### config.mk
export PLATFORM = sky130hd
export DESIGN_NAME = counter_updown_mod
export DESIGN_NICKNAME = d
export VERILOG_FILES = /design/src/rtl/counter_pkg.sv /design/src/rtl/counter_next.sv /design/src/rtl/counter_updown_mod.sv
export SDC_FILE = /design/constraint.sdc
export NUM_CORES = 1
export LEC_CHECK = 0
export CORE_ASPECT_RATIO = 0.6
export CORE_UTILIZATION = 48
export CTS_BUF_LIST = sky130_fd_sc_hd__clkbuf_8
export DETAILED_ROUTE_END_ITERATION = 16
export GPL_TIMING_DRIVEN = 0
export PLACE_DENSITY = 0.77
export SYNTH_ARGS = -nofsm -noshare
export SYNTH_HDL_FRONTEND = slang
export SYNTH_SLANG_ARGS = --single-unit
### constraint.sdc
create_clock -name clk -period 7.8 [get_ports clk]
set_input_delay 2.34 -clock clk [delete_from_list [all_inputs] [get_ports clk]]
set_output_delay 2.34 -clock clk [all_outputs]
set_load 0.005 [all_outputs]
### src/rtl/counter_pkg.sv
// Shared constants for the up/down counter: bound-handling modes and default sizing.
package counter_pkg;

  typedef enum logic {
    WRAP = 1'b0,
    SAT  = 1'b1
  } mode_e;

  localparam int unsigned DEFAULT_WIDTH = 32;

  // All-ones value of a given width (2..32), used as the default terminal count.
  function automatic logic [31:0] default_max(input int unsigned width);
    return 32'hFFFF_FFFF >> (32 - width);
  endfunction

endpackage

### src/rtl/counter_next.sv
// Combinational next-count and bound detection; no state lives here.
module counter_next
  import counter_pkg::*;
#(
  parameter int unsigned       WIDTH    = DEFAULT_WIDTH,
  parameter logic [WIDTH-1:0]  MAX      = WIDTH'(default_max(WIDTH)),
  parameter bit                SATURATE = 1'b0
) (
  input  logic [WIDTH-1:0] q,
  input  logic             up,
  input  logic             enable,
  output logic [WIDTH-1:0] next,
  output logic             at_bound
);

  logic hit_top;
  logic hit_bottom;

  // Bounds are found by comparing against MAX/0, so q+1 never needs a carry bit.
  assign hit_top    = up  && (q == MAX);
  assign hit_bottom = !up && (q == '0);

  always_comb begin
    next     = q;
    at_bound = 1'b0;
    if (enable) begin
      at_bound = hit_top || hit_bottom;
      if (at_bound) begin
        if (SATURATE == SAT) next = q;
        else                 next = up ? '0 : MAX;
      end else begin
        next = up ? q + 1'b1 : q - 1'b1;
      end
    end
  end

endmodule

### src/rtl/counter_updown_mod.sv
// Up/down counter with parallel load, terminal-count pulse and sticky overflow flag.
module counter_updown_mod
  import counter_pkg::*;
#(
  parameter int unsigned       WIDTH    = DEFAULT_WIDTH,
  parameter logic [WIDTH-1:0]  MAX      = WIDTH'(default_max(WIDTH)),
  parameter bit                SATURATE = 1'b0
) (
  input  logic             clk,
  input  logic             reset,
  input  logic             enable,
  input  logic             up,
  input  logic             load,
  input  logic [WIDTH-1:0] d,
  output logic [WIDTH-1:0] Q,
  output logic             tc,
  output logic             ovf
);

  logic [WIDTH-1:0] q_q, q_d;
  logic             tc_q, tc_d;
  logic             ovf_q, ovf_d;
  logic [WIDTH-1:0] step_value;
  logic             at_bound;

  counter_next #(
    .WIDTH    (WIDTH),
    .MAX      (MAX),
    .SATURATE (SATURATE)
  ) u_next (
    .q        (q_q),
    .up       (up),
    .enable   (enable),
    .next     (step_value),
    .at_bound (at_bound)
  );

  always_comb begin
    q_d   = q_q;
    tc_d  = 1'b0;
    ovf_d = ovf_q;
    if (load) begin
      // Out-of-range load values clamp to the terminal count.
      q_d   = (d > MAX) ? MAX : d;
      ovf_d = 1'b0;
    end else if (enable) begin
      q_d   = step_value;
      tc_d  = at_bound;
      ovf_d = ovf_q | at_bound;
    end
  end

  always_ff @(posedge clk) begin
    if (reset) begin
      q_q   <= '0;
      tc_q  <= 1'b0;
      ovf_q <= 1'b0;
    end else begin
      q_q   <= q_d;
      tc_q  <= tc_d;
      ovf_q <= ovf_d;
    end
  end

  assign Q   = q_q;
  assign tc  = tc_q;
  assign ovf = ovf_q;

endmodule

; Word level (Yosys, flattened, before mapping)
; Index checks and enable logic that the tools add are counted.
[op_classes]
n_addsub = 2
order_cmp = 1
n_eq_ne = 1
muxes = 7
n_bitwise = 2
n_reduce_logical = 8
[ops]
columns = operator, count
row1 = $mux W32, 6
row2 = $add A32 B1 Y32 const B, 1
row3 = $eq A32 B32 Y1 const B, 1
row4 = $gt A32 B32 Y1 const B, 1
row5 = $logic_not A32 Y1, 1
row6 = $sub A32 B1 Y32 const B, 1
row7 = $reduce_or A3 Y1, 1
row8 = $logic_and A1 B1 Y1, 2
row9 = $reduce_bool A2 Y1, 1
row10 = $reduce_or A2 Y1, 1
row11 = $logic_not A1 Y1, 1
row12 = $logic_or A1 B1 Y1, 1
row13 = $mux W1, 1
row14 = $not A1 Y1, 1
row15 = $or A1 B1 Y1, 1
[word_totals]
register_bits = 34

; Depth between registers and ports, before layout
; Gate-level depths: netlist of the first run.
[depth]
word_depth = 6
ltp_mapped = 12
mapped_depth_nobuf = 11

; By module
; Synthesis of the first run repeated with hierarchy kept, for this count alone.
[hier_totals]
cells_unflattened = 528
hier_area_um2 = 4111.4
[modules_own_cells]
columns = mod, instances, cells_each, area_per_inst_um2, seq_area_each_um2
row1 = counter_next, 1, 379, 2429.8, 0.0
row2 = counter_updown_mod, 1, 149, 1681.6, 680.7

; Least setup slack after synthesis of the first run
; Ideal clock, no wire load.
[synth_timing]
kind = input -> register
from = input port up
to = register q_q[19], in the netlist Q[19]
t_arrival_ns = 4.736
slack_ns = 3.006
stages = 11
n_path_buf = 0
path_cell_list = inv_1 > ha_1 > a211oi_1 > o21bai_1 > o21ai_1 > nand2_1 > a31oi_1 > o21ai_0 > a31oi_1 > mux2_2 > nand2_1
[synth_between]
elab_chain_cells = 6
elab_cells_between_ends = 9
cone_classes = mux: 5 / reduce/logical: 4
[synth_rtl]
columns = item, line
row1 = from (decl), counter_updown_mod.sv:12  ; input logic up,
row2 = $logic_not A1 Y1, counter_next.sv:21  ; assign hit_bottom = !up && (q == '0);
row3 = $logic_and A1 B1 Y1, counter_next.sv:21
row4 = $logic_or A1 B1 Y1, counter_next.sv:27  ; at_bound = hit_top || hit_bottom;
row5 = $mux W32 *, counter_next.sv:28  ; if (at_bound) begin
row6 = $mux W32 *, counter_updown_mod.sv:46  ; end else if (enable) begin
row7 = $mux W32 *, counter_updown_mod.sv:42  ; if (load) begin
row8 = to (signal assigned), counter_updown_mod.sv:59  ; q_q <= q_d;
row9 = to (decl), counter_updown_mod.sv:20  ; logic [WIDTH-1:0] q_q, q_d;
; Mark *: on every way between the ends. The rest lies on a longest branch, timed or not. The select of a mux whose other input is x is not followed.
; A chain may end at the register's enable or synchronous reset.

; Worst setup path in the final report of the first run
; Ends and elaborated chain as after synthesis.

==> results of run 1 <==
routing by layer:
layer | part of all wire (%) | global-route usage, % | vias to the layer above
met3 | 12 | 7.14 | 17
met5 | 0 | 0 | -
li1 | - | - | 1797
met2 | 41 | 49.0 | 219
met1 | 46 | 47.1 | 1663
met4 | 1.2 | 8.22 | 0
registers in the layout, summed over array words and instances, names as in the netlist:
signal  flops
tc          1
Q          32
ovf         1
worst min path at each step:
| stage | slack, ps | endpoint | start | cells past startpoint |
|---|---|---|---|---|
| final | 480 | ovf | ovf | 1 |
| after global routing | 500 | ovf | ovf | 1 |
| after CTS | 470 | ovf | ovf | 1 |
| after detailed placement | 450 | ovf | ovf | 1 |
| after global placement | 440 | ovf | ovf | 1 |
| after floorplan | 450 | ovf | ovf | 1 |
cells in the mapped netlist (all sizes together) (2+ instances only):
cell | n | area (um^2)
a21oi | 85 | 429
nor2 | 73 | 274
dfxtp | 34 | 681
ha | 30 | 375
nor3 | 30 | 150
nand2 | 27 | 101
xnor2 | 16 | 140
nand4 | 14 | 87.6
clkbuf | 13 | 48.8
o21ai | 13 | 65.1
a21o | 12 | 90.1
xor2 | 12 | 105
buf | 11 | 56.3
nor4 | 9 | 56.3
a31oi | 8 | 56.3
nand3 | 8 | 40.0
inv | 7 | 26.3
o211ai | 7 | 52.6
and2 | 5 | 31.3
nand2b | 4 | 25.0
a211oi | 3 | 27.5
nand3b | 3 | 22.5
nor2b | 3 | 26.3
a21boi | 2 | 15.0
mux2i | 2 | 20.0
o21bai | 2 | 15.0
or2 | 2 | 12.5
per-stage QoR:
step                hold WS, ps  instance area (um^2)  utilization (%)  setup WS (ps)
CTS                         468                  4080             65.1           1960
finish                      480                  4080             65.1           1890
global route                496                  4080             65.1           1630
global placement            441                  3990             63.5           1720
floorplan                   451                  3200                -           3010
detailed placement          448                  3990             63.5           1670
cells by family (layout without fill, tap and decap cells):
kind of cell    Yosys count  count (layout)  share of synthesized area [%]
compound gates          140             140                           25.9
xor+xnor                 28              28                           7.66
fa+ha+maj                31              31                           12.3
buf+inv                  31             107                           4.10
flops                    34              34                           21.3
mux                       3               3                          0.977
simple gates            185             185                           27.8
final cells by class:
class	instances	area share, %
multi-input combinational	387	58.5
sequential	34	16.7
timing repair buffer	68	16.7
buffer	24	2.57
tap	84	2.57
clock buffer	6	2.02
inverter	7	0.644
clock inverter	2	0.306
worst max-delay path, cell delays in order:
cell	delay [ps]
clkdlybuf4s50_1	550
inv_1	870
ha_1	410
a211oi_1	240
o21bai_1	180
o21ai_1	280
nand2_1	120
a31oi_1	270
o21ai_0	180
a31oi_1	300
mux2_2	370
nand2_1	60
power breakdown:
part | internal (mW) | switching, mW
logic | 0.135 | 0.147
registers | 0.190 | 0.0277
clock network | 0.0712 | 0.0786
==> metrics, run 1 <==
worst min path class=flip-flop to flip-flop; ys async rst share=0%; Via-to-Cell Ratio=6.04; Worst Max-Slew Pin Slew=1100 ps; Worst R2R Setup Slack=4910 ps; fin cells=612; Initial DRC Count=280; I/O Pins=71; Top FF cell, synth=dfxtp_1; post-synthesis register bit count=34; Die W=107 um; Initial Util=51.0%; post-CTS sizing=0; FF-to-FF End=Q[30]; highest clock rate=169 MHz; row count=22; DRT antenna net count=0; commonest cells after routing, fill and taps aside=84 x a21oi_1, 73 x nor2_1, 68 x clkdlybuf4s50_1, 34 x dfxtp_1; drt pass-1 iters=5; RSZ-0062 raised after global routing=false; Final Hold Viols=0; vias in the first global route=3474; multi-input logic area=2390 um^2; clock skew=11.1 ps; die height=65.3 um; Crit Path Class=primary input to flip-flop; max cap viols=0; CP startpoint kind=primary input; synthesized net count=520; H-Tree Depth=2; CTS Buf Count=5; first-pass GRT wire length=17600 um; Mapped Cells=452; Placer Congestion=0.914; relative slew slack=26.4%; DPL Wire Length=8060 um; R2R Path Start=Q[0]; CP Capture Type=flip-flop; Worst setup endpoint=Q[19]; initial antenna violation count=0; number of antenna diodes=0; Max VDD drop=0.0000800 V; CORE AREA=6280 um^2; Routed WL per cell=17.9 um; Final Slew Violations=0; critical path arrival=6170 ps; Root Buffer=clkbuf_8; Post-synth EDFFs=0; Nets=595; cells on worst reg2reg path=11; yosys synthesis warning count=0; post-CTS setup buffers=0; Inst Count DP=604; overall global routing resource usage=32.6%; Post-Syn Area=3200 um^2; fraction of layout cells with a size suffix above 1=4.92%; routed wire length=10900 um; register area share after synthesis=21.3%; area grow syn2layout=27.5%; CP Data Required Time=8060 ps; LEAKAGE=1.69 nW; Setup violations, final=0; Post-Route Setup TNS=0 ps; CTS tree=yes; Tcrit/Tclk final=75.8%; Cell variety after synth=51; min Tclk post-route=5910 ps; later-pin clock latency in the skew report=310 ps; outcome=finished, final reports clean; Total Power=0.650 mW; CTS Sinks=34; clk slew on worst S/H paths=90 ps; # hold bufs at CTS=0; Max Buffers Root-to-Sink=2; Mapped Avg Cell Area=7.08 um^2; # fillers=607; Worst Path Max Fanout=30; Via Count=3696; DRC errors left=0; Overflow after GRT=0; crit path from=up; most common cell after layout, fill and taps aside=a21oi_1; die area=7010 um^2; Storage cell area=681 um^2; PwrDens=159 nW/um^2; pin count of the biggest net entering global routing=31; IO Port Bufs=68
No activity file was read; power rests on OpenSTA's default activity.
==> run 2, diff against run 1 <==
clock period = 6.13 ns   (was 7.8 ns; I/O delays follow)
==> results of run 2 <==
The final DEF is identical to that of run 1. Status: finished, final reports clean.
Among the figures that moved: setup slack after placement 1670 ps -> 504 ps; setup slack after layout 1890 ps -> 717 ps; register-to-register setup slack 4910 ps -> 3240 ps; total power 0.650 mW -> 0.827 mW; worst IR drop on VDD 0.0000800 V -> 0.000102 V
==> run 3, diff against run 2 <==
ABC_AREA = 0   (was unset)
CORE_MARGIN = 2   (was unset)
==> metrics, run 3 (synthesized netlist as in run 1, its figures left out) <==
clk slew on worst S/H paths=80 ps; Worst Max-Slew Pin Slew=1120 ps; crit path from=up; # fillers=567; Nets=595; multi-input logic area=2390 um^2; end-of-flow core utilization=65.1%; hold path startpoint=ovf; DRC errors left=0; post-CTS sizing=0; Storage cell area=681 um^2; fin cells=612; drt pass-1 iters=6; routed wire length=10800 um; Final Hold Viols=0; pin count of the biggest net entering global routing=31; overall global routing resource usage=30.0%; Via-to-Cell Ratio=6.09; # hold bufs at CTS=0; CP Data Required Time=6380 ps; RSZ-0062 raised after global routing=false; Overflow after GRT=0; Initial Util=51.0%; CTS tree=yes; Initial DRC Count=271; I/O Pins=71; Max VDD drop=0.0000914 V; clock skew=10.8 ps; first-pass GRT wire length=16900 um; PwrDens=201 nW/um^2; fraction of layout cells with a size suffix above 1=4.92%; Top Layer Used=met4; DPL Wire Length=8030 um; later-pin clock latency in the skew report=300 ps; vias in the first global route=3416; most common cell after layout, fill and taps aside=a21oi_1; Die W=109 um; IO Port Bufs=68; critical path arrival=5730 ps; area grow syn2layout=27.5%; met3 WL=1210 um; relative slew slack=25.0%; number of antenna diodes=0; CORE AREA=6280 um^2; CTS Sinks=34; Max Buffers Root-to-Sink=2; Largest register FFs=32; CP startpoint kind=primary input; highest clock rate=183 MHz; R2R Path Start=Q[0]; WL met2=4420 um; Tcrit/Tclk final=89.4%; Via Count=3725; Worst Path Max Fanout=30; post-CTS setup buffers=0; min Tclk post-route=5480 ps; post-route cell area=4080 um^2; Placer Congestion=0.962; Crit Path Class=primary input to flip-flop; Root Buffer=clkbuf_8; Inst Count DP=604; Final Slew Violations=0; commonest cells after routing, fill and taps aside=84 x a21oi_1, 73 x nor2_1, 68 x clkdlybuf4s50_1, 34 x dfxtp_1; smallest hold slack=500 ps; CTS Buf Count=5; LEAKAGE=1.69 nW; Setup violations, final=0; Routed WL per cell=17.6 um; initial antenna violation count=0; H-Tree Depth=2; row count=22; DRT antenna net count=0; outcome=finished, final reports clean; DP Area=3990 um^2; Post-Route Setup TNS=0 ps; worst min path class=flip-flop to flip-flop; Post-Route M1 WL=5040 um; CP Capture Type=flip-flop; die area=7360 um^2; max cap viols=0; die height=67.3 um
## run 3: final timing paths
| path | end | slack (ps) | cells after the start |
|---|---|---|---|
| setup reg to reg | Q[30] | 3260 | 11 |
| setup / recovery | Q[19] | 650 | 12 |
| hold / removal | ovf | 500 | 1 |
| hold reg to reg | ovf | 500 | 1 |
## run 3: report_power, final
| part | internal [mW] | switching (mW) | total [mW] |
|---|---|---|---|
| logic | 0.172 | 0.187 | 0.360 |
| clock network | 0.0904 | 0.0942 | 0.185 |
| registers | 0.242 | 0.0345 | 0.276 |
| total | 0.504 | 0.316 | 0.820 |
## run 3: metrics by stage
| step | worst slack [ps] | total power, mW |
|---|---|---|
| global route | 496 | 0.872 |
| global placement | 590 | 0.620 |
| floorplan | 1840 | 0.505 |
| detailed placement | 551 | 0.629 |
| CTS | 826 | 0.815 |
| finish | 651 | 0.820 |
## run 3: area by class of cell
cell class | count | area share, %
repair buffers | 68 | 16.7
well taps | 84 | 2.57
clock buffers | 6 | 2.02
inverters | 7 | 0.644
plain buffers | 24 | 2.57
flip-flops and latches | 34 | 16.7
multi-input cells | 387 | 58.5
clock inverters | 2 | 0.306
## run 3: metal layers
layer,vias up,global-route usage (%)
li1,1801,-
met1,1690,42.3
met4,0,6.01
met3,14,6.18
met5,-,0
met2,220,47.5
## run 3: critical path, cell delays in order
cell and delay, ps:
clkdlybuf4s50_1 550, inv_1 880, ha_1 410, a211oi_1 280, o21bai_1 180, o21ai_1 270
nand2_1 130, a31oi_1 310, o21ai_0 200, a31oi_1 270, mux2_2 360, nand2_1 50
